File: config.mk
export PLATFORM = sky130hd
export DESIGN_NAME = vu_meter
export DESIGN_NICKNAME = d
export VERILOG_FILES = /design/src/rtl/vu_meter.sv
export SDC_FILE = /design/constraint.sdc
export NUM_CORES = 1
export LEC_CHECK = 0
export BUFFER_PORTS_ARGS = -buffer_cell sky130_fd_sc_hd__buf_2
export CORE_MARGIN = 4
export CORE_UTILIZATION = 25
export DETAILED_ROUTE_END_ITERATION = 7
export GPL_ROUTABILITY_DRIVEN = 0
export PLACE_DENSITY_LB_ADDON = 0.25
export SYNTH_ARGS = -nofsm -noshare
export SYNTH_HDL_FRONTEND = slang
export SYNTH_SLANG_ARGS = --single-unit
File: constraint.sdc
create_clock -name clk -period 8.7 [get_ports clk]
set_input_delay 1.74 -clock clk [delete_from_list [all_inputs] [get_ports clk]]
set_output_delay 1.74 -clock clk [all_outputs]
set_load 0.01 [all_outputs]
File: src/rtl/vu_meter.sv
// Stereo VU meter: tracks the louder channel's peak magnitude with hold and
// linear decay, and drives an 8-LED thermometer bar at 6 dB per LED.
module vu_meter #(
    parameter int unsigned HOLD_SMPLS  = 4800,
    parameter int unsigned DECAY_SMPLS = 48,
    parameter int unsigned DECAY_STEP  = 64
) (
    input  logic        clk,
    input  logic        rst_n,
    // vld is a one-cycle strobe with no back-pressure: a sample pair is
    // consumed on every cycle vld=1, and nothing changes on cycles vld=0.
    input  logic        vld,
    input  logic [15:0] lft_chnnl,
    input  logic [15:0] rght_chnnl,
    output logic [7:0]  LED,
    output logic [1:0]  dbg_state_o,
    output logic [14:0] dbg_peak_o,
    output logic [15:0] dbg_hold_cnt_o,
    output logic [15:0] dbg_decay_cnt_o
);

    typedef enum logic [1:0] {
        IDLE  = 2'd0,
        HOLD  = 2'd1,
        DECAY = 2'd2
    } state_e;

    localparam logic [15:0] HOLD_RELOAD = 16'(HOLD_SMPLS - 1);
    localparam logic [15:0] DECAY_LAST  = 16'(DECAY_SMPLS - 1);
    localparam logic [15:0] STEP        = 16'(DECAY_STEP);

    state_e      state_q, state_d;
    logic [14:0] peak_q, peak_d;
    logic [15:0] hold_cnt_q, hold_cnt_d;
    logic [15:0] decay_cnt_q, decay_cnt_d;
    logic [7:0]  led_q, led_d;

    logic [14:0] lft_mag, rght_mag, mag;
    logic        trigger;

    // |x| with -32768 clamped to 32767 so the magnitude fits in 15 bits.
    function automatic logic [14:0] abs_sat(input logic [15:0] x);
        if (!x[15])
            return x[14:0];
        else if (x[14:0] == 15'd0)
            return 15'h7FFF;
        else
            return ~x[14:0] + 15'd1;
    endfunction

    assign lft_mag  = abs_sat(lft_chnnl);
    assign rght_mag = abs_sat(rght_chnnl);
    assign mag      = (lft_mag > rght_mag) ? lft_mag : rght_mag;
    assign trigger  = vld && (mag != 15'd0) && (mag >= peak_q);

    always_ff @(posedge clk or negedge rst_n) begin
        if (!rst_n) begin
            state_q     <= IDLE;
            peak_q      <= '0;
            hold_cnt_q  <= '0;
            decay_cnt_q <= '0;
            led_q       <= '0;
        end else begin
            state_q     <= state_d;
            peak_q      <= peak_d;
            hold_cnt_q  <= hold_cnt_d;
            decay_cnt_q <= decay_cnt_d;
            led_q       <= led_d;
        end
    end

    always_comb begin
        state_d     = state_q;
        peak_d      = peak_q;
        hold_cnt_d  = hold_cnt_q;
        decay_cnt_d = decay_cnt_q;
        if (trigger) begin
            // A new peak beats any hold expiry or decay step on the same sample.
            state_d     = HOLD;
            peak_d      = mag;
            hold_cnt_d  = HOLD_RELOAD;
            decay_cnt_d = '0;
        end else if (vld) begin
            case (state_q)
                HOLD: begin
                    if (hold_cnt_q == 16'd0) begin
                        state_d     = DECAY;
                        decay_cnt_d = '0;
                    end else begin
                        hold_cnt_d = hold_cnt_q - 16'd1;
                    end
                end
                DECAY: begin
                    if (decay_cnt_q == DECAY_LAST) begin
                        decay_cnt_d = '0;
                        if ({1'b0, peak_q} > STEP) begin
                            peak_d = peak_q - STEP[14:0];
                        end else begin
                            peak_d  = '0;
                            state_d = IDLE;
                        end
                    end else begin
                        decay_cnt_d = decay_cnt_q + 16'd1;
                    end
                end
                default: ;
            endcase
        end
    end

    // LED[i] lights once peak reaches 2^(7+i); monotone thresholds keep it a thermometer.
    always_comb begin
        led_d = '0;
        for (int i = 0; i < 8; i++) begin
            led_d[i] = ({1'b0, peak_q} >= (16'd1 << (7 + i)));
        end
    end

    assign LED             = led_q;
    assign dbg_state_o     = state_q;
    assign dbg_peak_o      = peak_q;
    assign dbg_hold_cnt_o  = hold_cnt_q;
    assign dbg_decay_cnt_o = decay_cnt_q;

endmodule

==> impl_summary.log <==
[metrics] outcome: finished clean
[metrics] switching fraction of total power: 0.414
[metrics] net count of the finished layout: 786
[metrics] cell with the most instances after synthesis: sky130_fd_sc_hd__nand2_1
[metrics] syn_nets: 699
[metrics] Hold Crit Class: flip-flop to flip-flop
[metrics] power density cells: about 220 mW/mm2
[metrics] standard-cell rows: 51
[metrics] via total after detailed routing: 4904
[metrics] total of fill cells in the finished design: 2153
[metrics] Setup Crit Path Kind: input port to flip-flop
[metrics] horizontal die dimension: 150 um
[metrics] aggregate global routing overflow: 0
[metrics] clock latency on the worst-skew pair: 0.33 ns
[metrics] buffer cell driving the clock tree root: sky130_fd_sc_hd__clkbuf_16
[metrics] clock input transition at the sequential cells of the worst setup and hold paths: 0.05 ns
[metrics] Yosys reg bits: 57
[metrics] setup repair bufs after CTS: 0
[metrics] number of global-route vias before repair: 4596
[metrics] syn_area_per_cell: between 7 and 8 um2
[metrics] Worst Path Required: 8.96 ns
[metrics] 1st-iter DRT viols: 235
[metrics] synthesized area: roughly 0.0050 mm2
[metrics] initial standard-cell utilization of the core: 0.256
[metrics] average wire per cell in the routed design: ~15 um
[metrics] total power draw: 1330 uW
[metrics] power share of the clock group: 0.267
[metrics] internal power: 777 uW
[metrics] crit path buf inv count: 4
[metrics] leading post-synthesis cells by cell area: sky130_fd_sc_hd__dfrtp_1 (28%), sky130_fd_sc_hd__ha_1 (8.5%), sky130_fd_sc_hd__nand2_1 (5.5%)
[metrics] crit path capture type: flip-flop
[metrics] Tot GR Track Use: 0.134
[metrics] DRC violation count after routing: 0
[metrics] Die ar.: 0.0224 mm2
[metrics] part of the Yosys area used for sequential elements: 0.284
[metrics] Yosys top cell by area: sky130_fd_sc_hd__dfrtp_1
[metrics] proportion of layout cells with a drive suffix above 1: 0.211
[metrics] core footprint: 0.0196 mm2
[metrics] Placed Cells: around 1000
[metrics] actual slew at the worst max-slew pin: 1.04 ns
[metrics] unrepaired setup endpoints after global routing: no
[metrics] clock tree from TritonCTS: done
[metrics] peak supply drop: 0.000121 V
[metrics] maximum clock path buffer count: 2
[metrics] hold buffers post-CTS: 0
[metrics] antenna-violating nets left: 0
[metrics] Crit path max-delay family: simple AND/OR/NAND/NOR gates
[metrics] number of standard cells in the layout, taps in and fillers out: around 990
[metrics] leakage power figure: 0.00260 uW
[metrics] number of clock sinks: 57
[metrics] maximum capacitance violations: 0
[metrics] clock buffer count from CTS: 9
[metrics] Cell variety after synth: 71
[metrics] leading register cell type out of synthesis: sky130_fd_sc_hd__dfrtp_1
[metrics] logic gate share of total power: 0.444
[metrics] final-report hold violation count: 0
[metrics] Flop pwr share: 0.290
[metrics] vertical die dimension: 150 um
[metrics] worst clock skew: 0.00779 ns
[metrics] total net switching power: ~550 uW
[metrics] synthesized netlist cell count: 630
[metrics] maximum number of pins on one net before global-route repair: 58
[metrics] cell area after layout: 0.00607 mm2
[metrics] Routed Wire Length: 15100 um
[metrics] number of enable flip-flop cells after synthesis: 0
[metrics] final count of pins violating max slew: 0
[metrics] count of pins on the block boundary: 92
[metrics] ranking of synthesized cells by instance count: sky130_fd_sc_hd__nand2_1 (73), sky130_fd_sc_hd__nor2_1 (58), sky130_fd_sc_hd__dfrtp_1 (57), sky130_fd_sc_hd__o21ai_0 (54), sky130_fd_sc_hd__inv_1 (42)
[metrics] Post-Route Setup TNS: 0 ns
[metrics] Post-CTS Resized: 0
[metrics] largest incremental delay on the critical path: 0.52 ns
[metrics] Cell Area, Placed: 0.00577 mm2
[metrics] maximum fanout encountered on the critical timing path: 27
[metrics] async set-reset flop share out of synthesis: 1.00
[metrics] number of antenna cells inserted: 0
[metrics] Syn. warnings: 0
[metrics] CTS H-tree lvls: 3
[metrics] iteration count of the initial detailed-routing pass: 5
[metrics] count of endpoints failing setup in the final report: 0
[metrics] tightest slew margin relative to the limit: 0.284
[metrics] startpoint type of the worst setup path: input port
[metrics] standard cell with the maximum stage delay on the critical path: sky130_fd_sc_hd__or3b_2
[metrics] Util after Layout: 0.310
[metrics] antenna violations before repair: 0
[metrics] ratio of routed vias to standard cells: 4.97
[metrics] final worst path period need: 8.13 ns
[metrics] detailed-placement wirelength estimate: 11900 um
[metrics] proportion of netlist area held by the largest area contributor: 0.284
[metrics] arrival time worst endpoint: 8.39 ns
[metrics] signed area change from the synthesized netlist to the final layout: 21.0%
[metrics] number of port buffers: 91
[metrics] Max Freq: about 0.12 GHz
[metrics] Tcrit/Tclk final: 0.935
[metrics] wire length of the first global-routing pass: around 24000 um
## cells in the final DEF (no fill, tap or decap), types with 5 or more instances in the layout
cell,instances
sky130_fd_sc_hd__nand4_1,15
sky130_fd_sc_hd__nor2_1,57
sky130_fd_sc_hd__inv_1,42
sky130_fd_sc_hd__o21ai_0,54
sky130_fd_sc_hd__clkbuf_16,9
sky130_fd_sc_hd__ha_1,34
sky130_fd_sc_hd__nor2_2,5
sky130_fd_sc_hd__buf_4,9
sky130_fd_sc_hd__nand3_1,13
sky130_fd_sc_hd__nand2_1,73
sky130_fd_sc_hd__a2111oi_2,6
sky130_fd_sc_hd__buf_2,91
sky130_fd_sc_hd__o22ai_1,6
sky130_fd_sc_hd__a211oi_1,7
sky130_fd_sc_hd__nor3_1,27
sky130_fd_sc_hd__o211ai_1,6
sky130_fd_sc_hd__o31ai_1,6
sky130_fd_sc_hd__xor2_1,11
sky130_fd_sc_hd__xnor2_1,28
sky130_fd_sc_hd__a21o_1,11
sky130_fd_sc_hd__nor4_1,12
sky130_fd_sc_hd__a31oi_1,7
sky130_fd_sc_hd__dfrtp_1,57
sky130_fd_sc_hd__nor2b_1,9
sky130_fd_sc_hd__a21oi_1,26
sky130_fd_sc_hd__and3_1,10
sky130_fd_sc_hd__or4_1,9
## through the flow
step,worst slack (ns),hold WS (ns)
3_5_place_dp,0.265,0.436
6_report,0.569,0.439
5_1_grt,0.0290,0.455
3_3_place_gp,0.361,0.442
2_1_floorplan,1.12,0.530
4_1_cts,0.608,0.450
## power by group through the flow
stage	Sequential [uW]	Combinational [uW]	Clock (uW)
after floorplan	405	365	0
after global placement	390	593	0
after detailed placement	390	594	0
after CTS	386	597	364
after global routing	395	667	376
final	384	589	354
## sequential cells by signal, indices dropped and copies added (netlist names)
name / count
dbg_hold_cnt_o: 16
dbg_state_o: 2
dbg_decay_cnt_o: 16
LED: 8
dbg_peak_o: 15
## layer usage
metal | part of all wire | up-vias | track usage
met5 | 0 | - | 0
met4 | 0.018 | 0 | 0.0435
met3 | 0.045 | 19 | 0.0221
met2 | 0.46 | 123 | 0.215
met1 | 0.48 | 2294 | 0.184
li1 | - | 2468 | -
## cells by family after synthesis
family | share of synthesized area
DFF | 0.284
adders and majority gates | 0.0848
buffers and inverters | 0.0526
xor gates and xnor gates | 0.0681
and+or+nand+nor | 0.274
AOI/OAI and AO/OA | 0.215
muxes | 0.0214
## worst reg2reg max path: stages, from the launching register on
cell	delay [ns]
sky130_fd_sc_hd__dfrtp_1	0.41
sky130_fd_sc_hd__or4_1	0.58
sky130_fd_sc_hd__or4_1	0.48
sky130_fd_sc_hd__nor3_1	0.23
sky130_fd_sc_hd__nand4_1	0.18
sky130_fd_sc_hd__o21ai_1	0.51
sky130_fd_sc_hd__nor2_1	0.07
sky130_fd_sc_hd__mux2_2	0.40
sky130_fd_sc_hd__a2111oi_2	0.42
sky130_fd_sc_hd__xnor2_1	0.16
sky130_fd_sc_hd__nor2_1	0.05
## path summary, 6_finish.rpt
path / startpoint / cells after the start / slack [ns] / end
min: dbg_peak_o[14]$_DFFE_PN0P_ / 0 / 0.44 / LED[7]$_DFF_PN0_
max: rght_chnnl[0] / 30 / 0.57 / dbg_decay_cnt_o[1]$_DFFE_PN0P_
max in group asynchronous: rst_n / 2 / 6.63 / dbg_peak_o[5]$_DFFE_PN0P_
min reg2reg: dbg_peak_o[14]$_DFFE_PN0P_ / 0 / 0.44 / LED[7]$_DFF_PN0_
max reg2reg: dbg_hold_cnt_o[8]$_DFFE_PN0P_ / 10 / 5.07 / dbg_decay_cnt_o[11]$_DFFE_PN0P_
min in group asynchronous: rst_n / 2 / 1.57 / dbg_hold_cnt_o[14]$_DFFE_PN0P_
## cell type report
class                           count  area (um2)  area share
Multi-Input combinational cell    507        3340       0.549
Sequential cell                    57        1430       0.235
Timing Repair Buffer              100         523      0.0862
Tap cell                          265         332      0.0546
Clock buffer                       12         256      0.0423
Inverter                           42         158      0.0260
Clock inverter                      3        40.0     0.00660
No activity file was read; power rests on OpenSTA's default activity.
